<file path="src/rtl/cpu_pkg.sv">
// cpu_pkg: shared encodings for the 16-bit core control path (sequencer FSM states,
// decode-word bit positions, address and write-back mux selects).
package cpu_pkg;

  typedef enum logic [2:0] {
    ST_FETCH  = 3'd0,
    ST_DECODE = 3'd1,
    ST_IMM    = 3'd2,
    ST_EXEC   = 3'd3,
    ST_MEM    = 3'd4,
    ST_WB     = 3'd5,
    ST_FAULT  = 3'd6
  } state_e;

  localparam int CTRL_LDI      = 0;
  localparam int CTRL_MEM_RD   = 1;
  localparam int CTRL_MEM_WR   = 2;
  localparam int CTRL_SAVE_PC  = 3;
  localparam int CTRL_WRITE_PC = 4;
  localparam int CTRL_PC_REL   = 5;
  localparam int CTRL_IMM      = 6;
  localparam int CTRL_COND     = 7;
  localparam int CTRL_BYTE     = 8;
  localparam int CTRL_LUI      = 9;
  localparam int CTRL_SCR      = 10;

  localparam logic [1:0] ADDR_PC  = 2'd0;
  localparam logic [1:0] ADDR_ALU = 2'd1;
  localparam logic [1:0] ADDR_IMM = 2'd2;

  localparam logic [1:0] WB_ALU  = 2'd0;
  localparam logic [1:0] WB_MEM  = 2'd1;
  localparam logic [1:0] WB_LINK = 2'd2;
  localparam logic [1:0] WB_IMM  = 2'd3;

endpackage

</file>
<file path="src/rtl/cpu_sequencer.sv">
// cpu_sequencer: multi-cycle fetch/decode/execute FSM with registered (Moore) strobes.
// Define CPU_SEQUENCER_TIMEOUT_EN to add a memory-wait watchdog that parks the FSM in FAULT.
module cpu_sequencer
  import cpu_pkg::*;
#(
  parameter int          CTRL_W      = 16,
  parameter logic [15:0] RESET_PC    = 16'h0000,
  parameter int          TIMEOUT_CYC = 255
) (
  input  logic              clk,
  input  logic              rst,
  input  logic [CTRL_W-1:0] ctrl_flags,
  input  logic              alu_zero,
  input  logic              mem_ack,
  output logic              mem_req,
  output logic              mem_we,
  output logic [1:0]        addr_sel,
  output logic              ir_load,
  output logic              imm_load,
  output logic              pc_inc,
  output logic              pc_write,
  output logic              reg_we,
  output logic [1:0]        wb_sel,
  output logic [2:0]        state_o,
  output logic              fault
);

  state_e            state_r, next_state_s;
  logic [CTRL_W-1:0] flags_r;
  logic              ack_s, timeout_s;
  logic              ir_load_s, imm_load_s, pc_inc_s, pc_write_s;
  logic [1:0]        wb_src_s;
  logic              mem_req_s, mem_we_s, reg_we_s;
  logic [1:0]        addr_sel_s, wb_sel_s;
  logic              mem_req_r, mem_we_r, ir_load_r, imm_load_r, pc_inc_r, pc_write_r, reg_we_r;
  logic [1:0]        addr_sel_r, wb_sel_r;
  logic              unused_s;

  // An ack only counts while our own request is visible on the port.
  assign ack_s = mem_ack & mem_req_r;

  // Next state and transition strobes; the decode word is read live only in DECODE.
  always_comb begin
    next_state_s = state_r;
    ir_load_s    = 1'b0;
    imm_load_s   = 1'b0;
    pc_inc_s     = 1'b0;
    pc_write_s   = 1'b0;
    wb_src_s     = WB_ALU;
    case (state_r)
      ST_FETCH: begin
        if (ack_s) begin
          ir_load_s    = 1'b1;
          pc_inc_s     = 1'b1;
          next_state_s = ST_DECODE;
        end else if (timeout_s) begin
          next_state_s = ST_FAULT;
        end else begin
          next_state_s = ST_FETCH;
        end
      end
      ST_DECODE: begin
        if (ctrl_flags[CTRL_LDI] | ctrl_flags[CTRL_IMM]) begin
          next_state_s = ST_IMM;
        end else begin
          next_state_s = ST_EXEC;
        end
      end
      ST_IMM: begin
        if (ack_s) begin
          imm_load_s   = 1'b1;
          pc_inc_s     = 1'b1;
          next_state_s = ST_EXEC;
        end else if (timeout_s) begin
          next_state_s = ST_FAULT;
        end else begin
          next_state_s = ST_IMM;
        end
      end
      ST_EXEC: begin
        if (flags_r[CTRL_COND]) begin
          pc_write_s   = alu_zero;
          next_state_s = ST_FETCH;
        end else if (flags_r[CTRL_WRITE_PC]) begin
          pc_write_s = 1'b1;
          if (flags_r[CTRL_SAVE_PC]) begin
            wb_src_s     = WB_LINK;
            next_state_s = ST_WB;
          end else begin
            next_state_s = ST_FETCH;
          end
        end else if (flags_r[CTRL_MEM_RD] | flags_r[CTRL_MEM_WR]) begin
          next_state_s = ST_MEM;
        end else begin
          next_state_s = ST_WB;
        end
      end
      ST_MEM: begin
        // A word with both RD and WR set is handled as a store.
        if (ack_s) begin
          if (flags_r[CTRL_MEM_WR]) begin
            next_state_s = ST_FETCH;
          end else begin
            wb_src_s     = WB_MEM;
            next_state_s = ST_WB;
          end
        end else if (timeout_s) begin
          next_state_s = ST_FAULT;
        end else begin
          next_state_s = ST_MEM;
        end
      end
      ST_WB: next_state_s = ST_FETCH;
      ST_FAULT: begin
`ifdef CPU_SEQUENCER_TIMEOUT_EN
        next_state_s = ST_FAULT;
`else
        next_state_s = ST_FETCH;
`endif
      end
      default: next_state_s = ST_FETCH;
    endcase
  end

  // Level outputs for the coming cycle, decoded from the state being entered.
  always_comb begin
    mem_req_s  = 1'b0;
    mem_we_s   = 1'b0;
    addr_sel_s = ADDR_PC;
    reg_we_s   = 1'b0;
    wb_sel_s   = WB_ALU;
    case (next_state_s)
      ST_FETCH: mem_req_s = 1'b1;
      ST_IMM: begin
        mem_req_s  = 1'b1;
        addr_sel_s = ADDR_IMM;
      end
      ST_MEM: begin
        mem_req_s  = 1'b1;
        addr_sel_s = ADDR_ALU;
        mem_we_s   = flags_r[CTRL_MEM_WR];
      end
      ST_WB: begin
        reg_we_s = 1'b1;
        if (flags_r[CTRL_LDI] | flags_r[CTRL_LUI]) begin
          wb_sel_s = WB_IMM;
        end else begin
          wb_sel_s = wb_src_s;
        end
      end
      default: mem_req_s = 1'b0;
    endcase
  end

  // State, held decode word and all registered outputs.
  always_ff @(posedge clk) begin
    if (rst) begin
      state_r    <= ST_FETCH;
      flags_r    <= {CTRL_W{1'b0}};
      mem_req_r  <= 1'b0;
      mem_we_r   <= 1'b0;
      addr_sel_r <= ADDR_PC;
      ir_load_r  <= 1'b0;
      imm_load_r <= 1'b0;
      pc_inc_r   <= 1'b0;
      pc_write_r <= 1'b0;
      reg_we_r   <= 1'b0;
      wb_sel_r   <= WB_ALU;
    end else begin
      state_r <= next_state_s;
      if (state_r == ST_DECODE) begin
        flags_r <= ctrl_flags;
      end
      mem_req_r  <= mem_req_s;
      mem_we_r   <= mem_we_s;
      addr_sel_r <= addr_sel_s;
      ir_load_r  <= ir_load_s;
      imm_load_r <= imm_load_s;
      pc_inc_r   <= pc_inc_s;
      pc_write_r <= pc_write_s;
      reg_we_r   <= reg_we_s;
      wb_sel_r   <= wb_sel_s;
    end
  end

`ifdef CPU_SEQUENCER_TIMEOUT_EN
  localparam logic [7:0] TIMEOUT_LIM = 8'(TIMEOUT_CYC);
  logic [7:0] wait_cnt_r;
  logic       fault_r;

  assign timeout_s = mem_req_r & ~ack_s & ((wait_cnt_r + 8'd1) == TIMEOUT_LIM);

  // Wait counter restarts on every state entry and counts unacknowledged request cycles.
  always_ff @(posedge clk) begin
    if (rst) begin
      wait_cnt_r <= 8'd0;
      fault_r    <= 1'b0;
    end else begin
      fault_r <= (next_state_s == ST_FAULT);
      if (next_state_s != state_r) begin
        wait_cnt_r <= 8'd0;
      end else if (mem_req_r & ~ack_s) begin
        wait_cnt_r <= wait_cnt_r + 8'd1;
      end
    end
  end

  assign fault = fault_r;
`else
  assign timeout_s = 1'b0;
  assign fault     = 1'b0;
`endif

  // RESET_PC belongs to the datapath PC register; unused decode bits are for the datapath too.
  assign unused_s = ^{RESET_PC, flags_r, 32'(TIMEOUT_CYC)};

  assign mem_req  = mem_req_r;
  assign mem_we   = mem_we_r;
  assign addr_sel = addr_sel_r;
  assign ir_load  = ir_load_r;
  assign imm_load = imm_load_r;
  assign pc_inc   = pc_inc_r;
  assign pc_write = pc_write_r;
  assign reg_we   = reg_we_r;
  assign wb_sel   = wb_sel_r;
  assign state_o  = state_r;

endmodule

</file>
<file path="config.mk">
export PLATFORM = sky130hd
export DESIGN_NAME = cpu_sequencer
export DESIGN_NICKNAME = d
export VERILOG_FILES = /design/src/rtl/cpu_pkg.sv /design/src/rtl/cpu_sequencer.sv
export SDC_FILE = /design/constraint.sdc
export NUM_CORES = 1
export LEC_CHECK = 0
export CAP_MARGIN = 20
export CORE_MARGIN = 10
export CORE_UTILIZATION = 42
export CTS_CLUSTER_DIAMETER = 50
export DETAILED_ROUTE_END_ITERATION = 10
export PLACE_DENSITY = 0.82
export SLEW_MARGIN = 20
export SYNTH_ARGS = -nofsm -noshare
export SYNTH_HDL_FRONTEND = slang
export SYNTH_SLANG_ARGS = --single-unit
</file>
<file path="constraint.sdc">
create_clock -name clk -period 2.17 [get_ports clk]
set_input_delay 0.434 -clock clk [delete_from_list [all_inputs] [get_ports clk]]
set_output_delay 0.434 -clock clk [all_outputs]
set_load 0.01 [all_outputs]
</file>
==> impl_metrics.env, run 1 <==
export IMPL_status="completed"
export IMPL_ys_async_sr_fraction_pct=0
export IMPL_cts_resized=0
export IMPL_htreeDepth=1
export IMPL_synth_most_common_cell="dfxtp_1"
export IMPL_fin_cells=130
export IMPL_yosysWarnings=0
export IMPL_hold_ws_ps=526.0
export IMPL_r2r_start="state_o[1]"
export IMPL_synth_edf_count=0
export IMPL_antenna_left=0
export IMPL_overflow=0
export IMPL_die_h_um=62.87
export IMPL_post_cts_buffers=0
export IMPL_p_sw_share_pct=23.89
export IMPL_rr_worst_depth=5
export IMPL_placed_area_sq_um=1035
export IMPL_drt_iter0_drc=6
export IMPL_grt_max_degree=13
export IMPL_drt_wl_total_um=1708
export IMPL_synthesis_area_sq_um=772.0
export IMPL_vdd_ir_drop_max_uv=386.3
export IMPL_max_freq_mhz=536.3
export IMPL_clk_path_buf_depth=2
export IMPL_crit_family="buffers and inverters"
export IMPL_ios=35
export IMPL_syn_inst=79
export IMPL_arrival_ps=1430
export IMPL_antenna_found_initial=0
export IMPL_post_drt_wl_per_cell_um=13.14
export IMPL_grt_pass1_wl_um=2980
export IMPL_dpl_worst_slack_ps=373.3
export IMPL_hold_class="reg2reg"
export IMPL_cpMaxStageDelayCell="clkdlybuf4s50_1"
export IMPL_worstHoldPathCells=2
export IMPL_fin_setup_tns_ps=0
export IMPL_dr_pass1_iters=4
export IMPL_post_route_util_pct=61.52
export IMPL_r2r_end="wb_sel[1]"
export IMPL_ys_top_cells_by_area="dfxtp_1, nor2_1, mux2i_1, buf_4, a311o_1"
export IMPL_p_int_uw=516.4
export IMPL_syn_to_final_growth_pct=37.60
export IMPL_rsz0062_at_grt="false"
export IMPL_clk_root_buffer_cell="clkbuf_4"
export IMPL_power_leakage_nw=0.4091
export IMPL_combPwrFrac_pct=12.3
export IMPL_ys_seq_area_share_pct=54.46
export IMPL_end_kind="output port"
export IMPL_critPathLaunch="state_o[1]"
export IMPL_cp_depth=1
export IMPL_synthTopCellsByCount="dfxtp_1, nor2_1, mux2i_1"
export IMPL_ys_ff_latch=21
export IMPL_worst_slack_ps=305.2
export IMPL_fp_row_count=15
export IMPL_viasPerCell=4.692
export IMPL_dp_hpwl_um=1328
export IMPL_worstSetupPathType="reg2out"
export IMPL_yosysTopAreaCell="dfxtp_1"
export IMPL_p_clk_share_pct=27.1
export IMPL_clk_pin_slew_ps=120
export IMPL_gp_congestion=0.7801
export IMPL_total_power_uw=678.5
export IMPL_setup_viol=0
export IMPL_synth_net_count=99
export IMPL_drive_above_1_share_pct=6.667
export IMPL_hold_viol_final=0
export IMPL_powerDensity_nw_per_um2=638.8
export IMPL_antenna_cells=0
export IMPL_crit_fanout=10
export IMPL_die_x_um=62.87
export IMPL_dp_cells=126
export IMPL_first_global_vias=625
export IMPL_worstPathCellList="clkdlybuf4s50_1"
export IMPL_tritoncts="done"
export IMPL_grt_use_total_pct=9.295
export IMPL_drv_slew=0
export IMPL_fp_dieArea_sq_um=3953
export IMPL_path_buf_inv=1
export IMPL_cp_required_ps=1740
export IMPL_cts_sinks=21
export IMPL_synth_ff_type="dfxtp_1"
export IMPL_fin_area_sq_um=1062
export IMPL_worst_setup_path_start_kind="flip-flop"
export IMPL_start_util_pct=44.71
export IMPL_rrSetupSlack_ps=710
export IMPL_p_sw_uw=162.1
export IMPL_syn_area_per_cell_sq_um=9.772
export IMPL_crit_path_max_incr_delay_ps=610
export IMPL_vias=610
export IMPL_cts_hold_buf=0
export IMPL_numCtsBuffers=3
export IMPL_period_share_pct=85.93
export IMPL_drc=0
export IMPL_core_area_sq_um=1727
export IMPL_cap_violations=0
export IMPL_pwr_share_seq_pct=60.6
export IMPL_yosys_area_top_type_share_pct=54.46
export IMPL_nNetsFinal=126
export IMPL_fin_skew_ps=7.661
export IMPL_endpoint="state_o[1]"
export IMPL_fin_crit_ps=1865
export IMPL_yosysUniqueCellTypes=26
export IMPL_port_buffer_count=25
export IMPL_clk_latency_ps=300
-- layout by cell type (no fill, tap or decap), types with 2 or more instances in the layout --
cell,Yosys,layout
clkdlybuf4s50_1,0,25
dfxtp_1,21,21
nor3_1,2,2
inv_1,2,2
and2_1,2,2
o21ai_0,2,2
mux2i_1,5,5
nand2_1,2,2
nor2_1,16,16
clkbuf_4,0,3
a21oi_1,2,2
nor2b_1,3,3
a311o_1,2,2
and3_1,3,3
o21ai_2,2,2
-- kinds of logic (layout without fill, tap and decap cells) --
kind of cell	count (synthesis)	count (layout)	synth area share, %
AOI/OAI and AO/OA	11	11	10.54
and+or+nand+nor	33	33	22.04
buffers and inverters	7	33	4.861
DFF	21	21	54.46
muxes	5	5	6.483
other	1	1	0.4858
xor gates and xnor gates	1	1	1.135
-- flip-flops by register name, indices dropped and copies added, names as in the netlist --
signal / flops
mem_we: 1
pc_write: 1
flags_r: 7
reg_we: 1
wb_sel: 2
mem_req: 1
imm_load: 1
addr_sel: 2
pc_inc: 1
state_o: 3
ir_load: 1
-- layer usage --
metal  GRT usage, %  routed length [um]
met5              0                   0
met4          5.866                  29
met1          9.909                 765
met2          15.10                 820
met3          3.405                  93
-- power by group through the flow --
stage	sequential [mW]	clock [mW]	combinational, mW
after floorplan	0.419	0	0.0426
after global placement	0.419	0	0.0826
after detailed placement	0.420	0	0.0839
after CTS	0.411	0.190	0.0843
after global routing	0.414	0.214	0.0913
final	0.411	0.184	0.0835
-- cell type report --
| cell class | count | area (sq um) |
|---|---|---|
| tap | 25 | 31.28 |
| clock buffer | 3 | 22.52 |
| fill | 169 | 664.4 |
| timing repair buffer | 26 | 257.7 |
| inverter | 3 | 11.26 |
| multi-input combinational | 51 | 314.1 |
| sequential | 21 | 420.4 |
| clock inverter | 1 | 5.005 |
-- worst min path at each step --
stage	start	to	slack [ps]
4_1_cts	flags_r[2]	mem_we	530
6_report	flags_r[2]	mem_we	530
5_1_grt	flags_r[1]	flags_r[1]	570
3_3_place_gp	flags_r[1]	flags_r[1]	480
2_1_floorplan	flags_r[1]	flags_r[1]	460
3_5_place_dp	flags_r[2]	mem_we	510
Power figures use the tool's default switching activity.
==> run 2: changes to the inputs <==
--- a/config.mk
+++ b/config.mk
@@ -11,6 +11,7 @@
 export CTS_CLUSTER_DIAMETER = 50
 export DETAILED_ROUTE_END_ITERATION = 10
 export PLACE_DENSITY = 0.82
+export REMOVE_ABC_BUFFERS = 1
 export SLEW_MARGIN = 20
 export SYNTH_ARGS = -nofsm -noshare
 export SYNTH_HDL_FRONTEND = slang
==> impl_metrics.env, run 2 (same netlist as run 1, synthesis figures left out) <==
export IMPL_status="completed"
export IMPL_end_kind="output port"
export IMPL_final_cell_mix="clkdlybuf4s50_1, dfxtp_1, nor2_1"
export IMPL_r2r_end="wb_sel[1]"
export IMPL_layout_commonest_cell="clkdlybuf4s50_1"
export IMPL_cp_required_ps=1740
export IMPL_fp_row_count=15
export IMPL_core_area_sq_um=1727
export IMPL_hold_viol_final=0
export IMPL_drt_wl_total_um=1614
export IMPL_nNetsFinal=127
export IMPL_regMostFlops="flags_r"
export IMPL_antenna_cells=0
export IMPL_gp_congestion=0.7531
export IMPL_fin_setup_tns_ps=0
export IMPL_dpl_worst_slack_ps=442.1
export IMPL_multi_input_area_sq_um=314.1
export IMPL_vdd_ir_drop_max_uv=428.0
export IMPL_dp_hpwl_um=1347
export IMPL_cts_hold_buf=0
export IMPL_clk_path_buf_depth=2
export IMPL_numCtsBuffers=3
export IMPL_crit_path_max_incr_delay_ps=610
export IMPL_vias=618
export IMPL_cap_violations=0
export IMPL_drive_above_1_share_pct=7.547
export IMPL_worstHoldStart="flags_r[2]"
export IMPL_port_buffer_count=25
export IMPL_regArea_sq_um=420.4
export IMPL_crit_fanout=10
export IMPL_post_drt_wl_per_cell_um=12.32
export IMPL_critPathLaunch="state_o[1]"
export IMPL_drc=0
export IMPL_crit_family="buffers and inverters"
export IMPL_clk_pin_slew_ps=110
export IMPL_grt_pass1_wl_um=2753
export IMPL_fin_crit_ps=1858
export IMPL_viasPerCell=4.718
export IMPL_worst_setup_path_start_kind="flip-flop"
export IMPL_r2r_start="state_o[1]"
export IMPL_fp_dieArea_sq_um=3953
export IMPL_worstPathCellList="clkdlybuf4s50_1"
export IMPL_clk_root_buffer_cell="clkbuf_4"
export IMPL_ios=35
export IMPL_rr_worst_depth=5
export IMPL_fin_skew_ps=6.196
export IMPL_holdPathEnd="mem_we"
export IMPL_setup_viol=0
export IMPL_hold_class="reg2reg"
export IMPL_antenna_found_initial=0
export IMPL_total_power_uw=672.5
export IMPL_arrival_ps=1420
export IMPL_worst_slack_ps=311.8
export IMPL_syn_to_final_growth_pct=38.57
export IMPL_overflow=0
export IMPL_cpMaxStageDelayCell="clkdlybuf4s50_1"
export IMPL_drv_slew=0
export IMPL_worstSetupPathType="reg2out"
export IMPL_grt_max_degree=13
export IMPL_post_cts_buffers=0
export IMPL_start_util_pct=44.71
export IMPL_clk_latency_ps=300
export IMPL_cts_sinks=21
export IMPL_first_global_vias=628
export IMPL_tritoncts="done"
export IMPL_antenna_left=0
export IMPL_power_leakage_nw=0.4139
export IMPL_grt_use_total_pct=8.427
export IMPL_path_buf_inv=1
export IMPL_powerDensity_nw_per_um2=628.6
export IMPL_largest_reg_flops=7
export IMPL_max_freq_mhz=538.2
export IMPL_rsz0062_at_grt="false"
export IMPL_rrSetupSlack_ps=700
export IMPL_htreeDepth=1
export IMPL_period_share_pct=85.63
export IMPL_cts_resized=0
export IMPL_fillers=164
export IMPL_die_h_um=62.87
export IMPL_dr_pass1_iters=2
export IMPL_die_x_um=62.87
export IMPL_drt_iter0_drc=6
export IMPL_worstHoldPathCells=2
-- run 2: cell types whose count changed in the layout (fill, tap and decap cells not counted) --
cell,delta
buf_4,+1
-- run 2: final cells by class --
| type | instances | area share (%) |
|---|---|---|
| Tap cell | 25 | 2.924 |
| Timing Repair Buffer | 27 | 24.80 |
| Inverter | 3 | 1.053 |
| Multi-Input combinational cell | 51 | 29.36 |
| Sequential cell | 21 | 39.30 |
| Clock inverter | 1 | 0.4678 |
| Clock buffer | 3 | 2.105 |
-- run 2: power breakdown --
group	total (mW)	switching (mW)	internal, mW
registers	0.411	0.0126	0.398
logic	0.0843	0.0340	0.0503
clock network	0.177	0.108	0.0687
-- run 2: worst max-delay path by stage --
stage | cells past startpoint | end
after floorplan | 4 | wb_sel[0]
after global routing | 1 | state_o[1]
after global placement | 5 | wb_sel[0]
after CTS | 1 | state_o[1]
after detailed placement | 5 | wb_sel[1]
final | 1 | state_o[1]
-- run 2: through the flow --
step                instance area, sq um  utilization (%)  hold WS [ps]  instances
floorplan                          745.7                -         461.1         75
global placement                    1042            60.36         477.0        127
detailed placement                  1042            60.36         516.5        127
CTS                                 1070            61.96         531.7        131
global route                        1070            61.96         579.1        131
finish                              1070            61.96         530.2        131
-- run 2: per-layer routing --
metal / vias to the layer above / track usage (%) / part of all wire [%]
met2: 15 / 15.10 / 52
met4: 0 / 4.190 / 2.2
met5: - / 0 / 0
met1: 279 / 8.291 / 40
met3: 5 / 3.047 / 5.5
li1: 319 / - / -
==> run 3: changes to the inputs <==
--- a/config.mk
+++ b/config.mk
@@ -11,8 +11,9 @@
 export CTS_CLUSTER_DIAMETER = 50
 export DETAILED_ROUTE_END_ITERATION = 10
 export PLACE_DENSITY = 0.82
+export RECOVER_POWER = 25
 export REMOVE_ABC_BUFFERS = 1
-export SLEW_MARGIN = 20
+export SLEW_MARGIN = 10
 export SYNTH_ARGS = -nofsm -noshare
 export SYNTH_HDL_FRONTEND = slang
 export SYNTH_SLANG_ARGS = --single-unit
==> impl_metrics.env, run 3 (same netlist as run 1, synthesis figures left out) <==
export IMPL_worstSetupPathType="reg2out"
export IMPL_fp_dieArea_sq_um=3953
export IMPL_cp_required_ps=1740
export IMPL_numCtsBuffers=3
export IMPL_dpl_worst_slack_ps=442.1
export IMPL_arrival_ps=1420
export IMPL_cap_violations=0
export IMPL_dr_pass1_iters=6
export IMPL_fin_crit_ps=1852
export IMPL_cts_hold_buf=0
export IMPL_htreeDepth=1
export IMPL_setup_viol=0
export IMPL_core_area_sq_um=1727
export IMPL_grt_max_degree=13
export IMPL_tightest_slew_ps=514.2
export IMPL_grt_pass1_wl_um=2753
export IMPL_worstPathCellList="clkdlybuf4s50_1"
export IMPL_fin_skew_ps=5.914
export IMPL_crit_family="buffers and inverters"
export IMPL_grt_busiest_layer="met2"
export IMPL_path_buf_inv=1
export IMPL_clk_latency_ps=300
export IMPL_antenna_cells=0
export IMPL_post_cts_buffers=0
export IMPL_end_kind="output port"
export IMPL_powerDensity_nw_per_um2=630.1
export IMPL_drt_iter0_drc=9
export IMPL_clk_pin_slew_ps=110
export IMPL_tritoncts="done"
export IMPL_drt_wl_total_um=1608
export IMPL_die_h_um=62.87
export IMPL_hold_viol_final=0
export IMPL_slew_headroom_pct=65.72
export IMPL_port_buffer_count=25
export IMPL_largest_reg_flops=7
export IMPL_hold_class="reg2reg"
export IMPL_nNetsFinal=127
export IMPL_die_x_um=62.87
export IMPL_cpMaxStageDelayCell="clkdlybuf4s50_1"
export IMPL_vias=622
export IMPL_ios=35
export IMPL_post_drt_wl_per_cell_um=12.27
export IMPL_hold_ws_ps=527.0
export IMPL_start_util_pct=44.71
export IMPL_final_cell_mix="clkdlybuf4s50_1, dfxtp_1, nor2_1"
export IMPL_drive_above_1_share_pct=5.660
export IMPL_regMostFlops="flags_r"
export IMPL_worst_slack_ps=317.8
export IMPL_syn_to_final_growth_pct=37.60
export IMPL_critPathLaunch="state_o[1]"
export IMPL_vdd_ir_drop_max_uv=426.7
export IMPL_regArea_sq_um=420.4
export IMPL_fillers=168
export IMPL_rsz0062_at_grt="false"
export IMPL_cts_sinks=21
export IMPL_r2r_start="state_o[0]"
export IMPL_max_freq_mhz=539.9
export IMPL_layout_commonest_cell="clkdlybuf4s50_1"
export IMPL_antenna_left=0
export IMPL_viasPerCell=4.748
export IMPL_worstHoldStart="flags_r[2]"
export IMPL_total_power_uw=669.4
export IMPL_fp_row_count=15
export IMPL_grt_use_total_pct=8.427
export IMPL_multi_input_area_sq_um=310.3
export IMPL_clk_root_buffer_cell="clkbuf_4"
export IMPL_crit_path_max_incr_delay_ps=610
export IMPL_use_met3_pct=3.047
export IMPL_first_global_vias=628
export IMPL_status="completed"
export IMPL_gp_congestion=0.7531
export IMPL_met2_usage_pct=15.10
export IMPL_worst_setup_path_start_kind="flip-flop"
export IMPL_drv_slew=0
export IMPL_dp_hpwl_um=1347
export IMPL_antenna_found_initial=0
export IMPL_overflow=0
export IMPL_clk_path_buf_depth=2
export IMPL_drc=0
export IMPL_fin_setup_tns_ps=0
export IMPL_power_leakage_nw=0.4086
export IMPL_period_share_pct=85.36
export IMPL_cts_resized=0
export IMPL_met1_usage_pct=8.291
export IMPL_crit_fanout=10
[run 3: cell count changes in the layout (fill, tap and decap cells not counted), sizes merged]
cell	previous run	this run
buf	2	1
clkbuf	3	4
clkdlybuf4s50	25	24
dlygate4sd3	0	1
[run 3: layer usage]
metal  part of all wire, %  routed length, um  vias to the layer above
met1                    40                647                      282
li1                      -                  -                      318
met2                    52                837                       18
met5                     0                  0                        -
met3                   5.9                 95                        4
met4                   1.7                 27                        0
[run 3: area by class of cell]
class	count	share of cell area, %
Sequential cell	21	39.58
Multi-Input combinational cell	51	29.21
Timing Repair Buffer	27	24.62
Tap cell	25	2.945
Clock buffer	3	2.120
Inverter	3	1.060
Clock inverter	1	0.4711
[run 3: final timing paths]
path	to	slack [ps]	cells past startpoint
worst min register to register	mem_we	530	2
worst max register to register	flags_r[1]	600	4
worst min-delay path	mem_we	530	2
worst max-delay path	state_o[1]	320	1
[run 3: through the flow]
| stage | area, sq um | util, % | cells |
|---|---|---|---|
| final | 1062 | 61.52 | 131 |
| after global routing | 1062 | 61.52 | 131 |
| after CTS | 1070 | 61.96 | 131 |
| after detailed placement | 1042 | 60.36 | 127 |
| after global placement | 1042 | 60.36 | 127 |
| after floorplan | 745.7 | - | 75 |
[run 3: power breakdown]
part | switching [mW] | internal (mW) | leakage (nW)
combinational | 0.0338 | 0.0489 | 0.220
clock | 0.107 | 0.0687 | 0.0177
sequential | 0.0123 | 0.398 | 0.170
total | 0.153 | 0.516 | 0.409
[run 3: worst min-delay path, stage by stage, from the launching register on]
cell and delay, ps:
dfxtp_1 360, inv_1 80, nor3_1 50
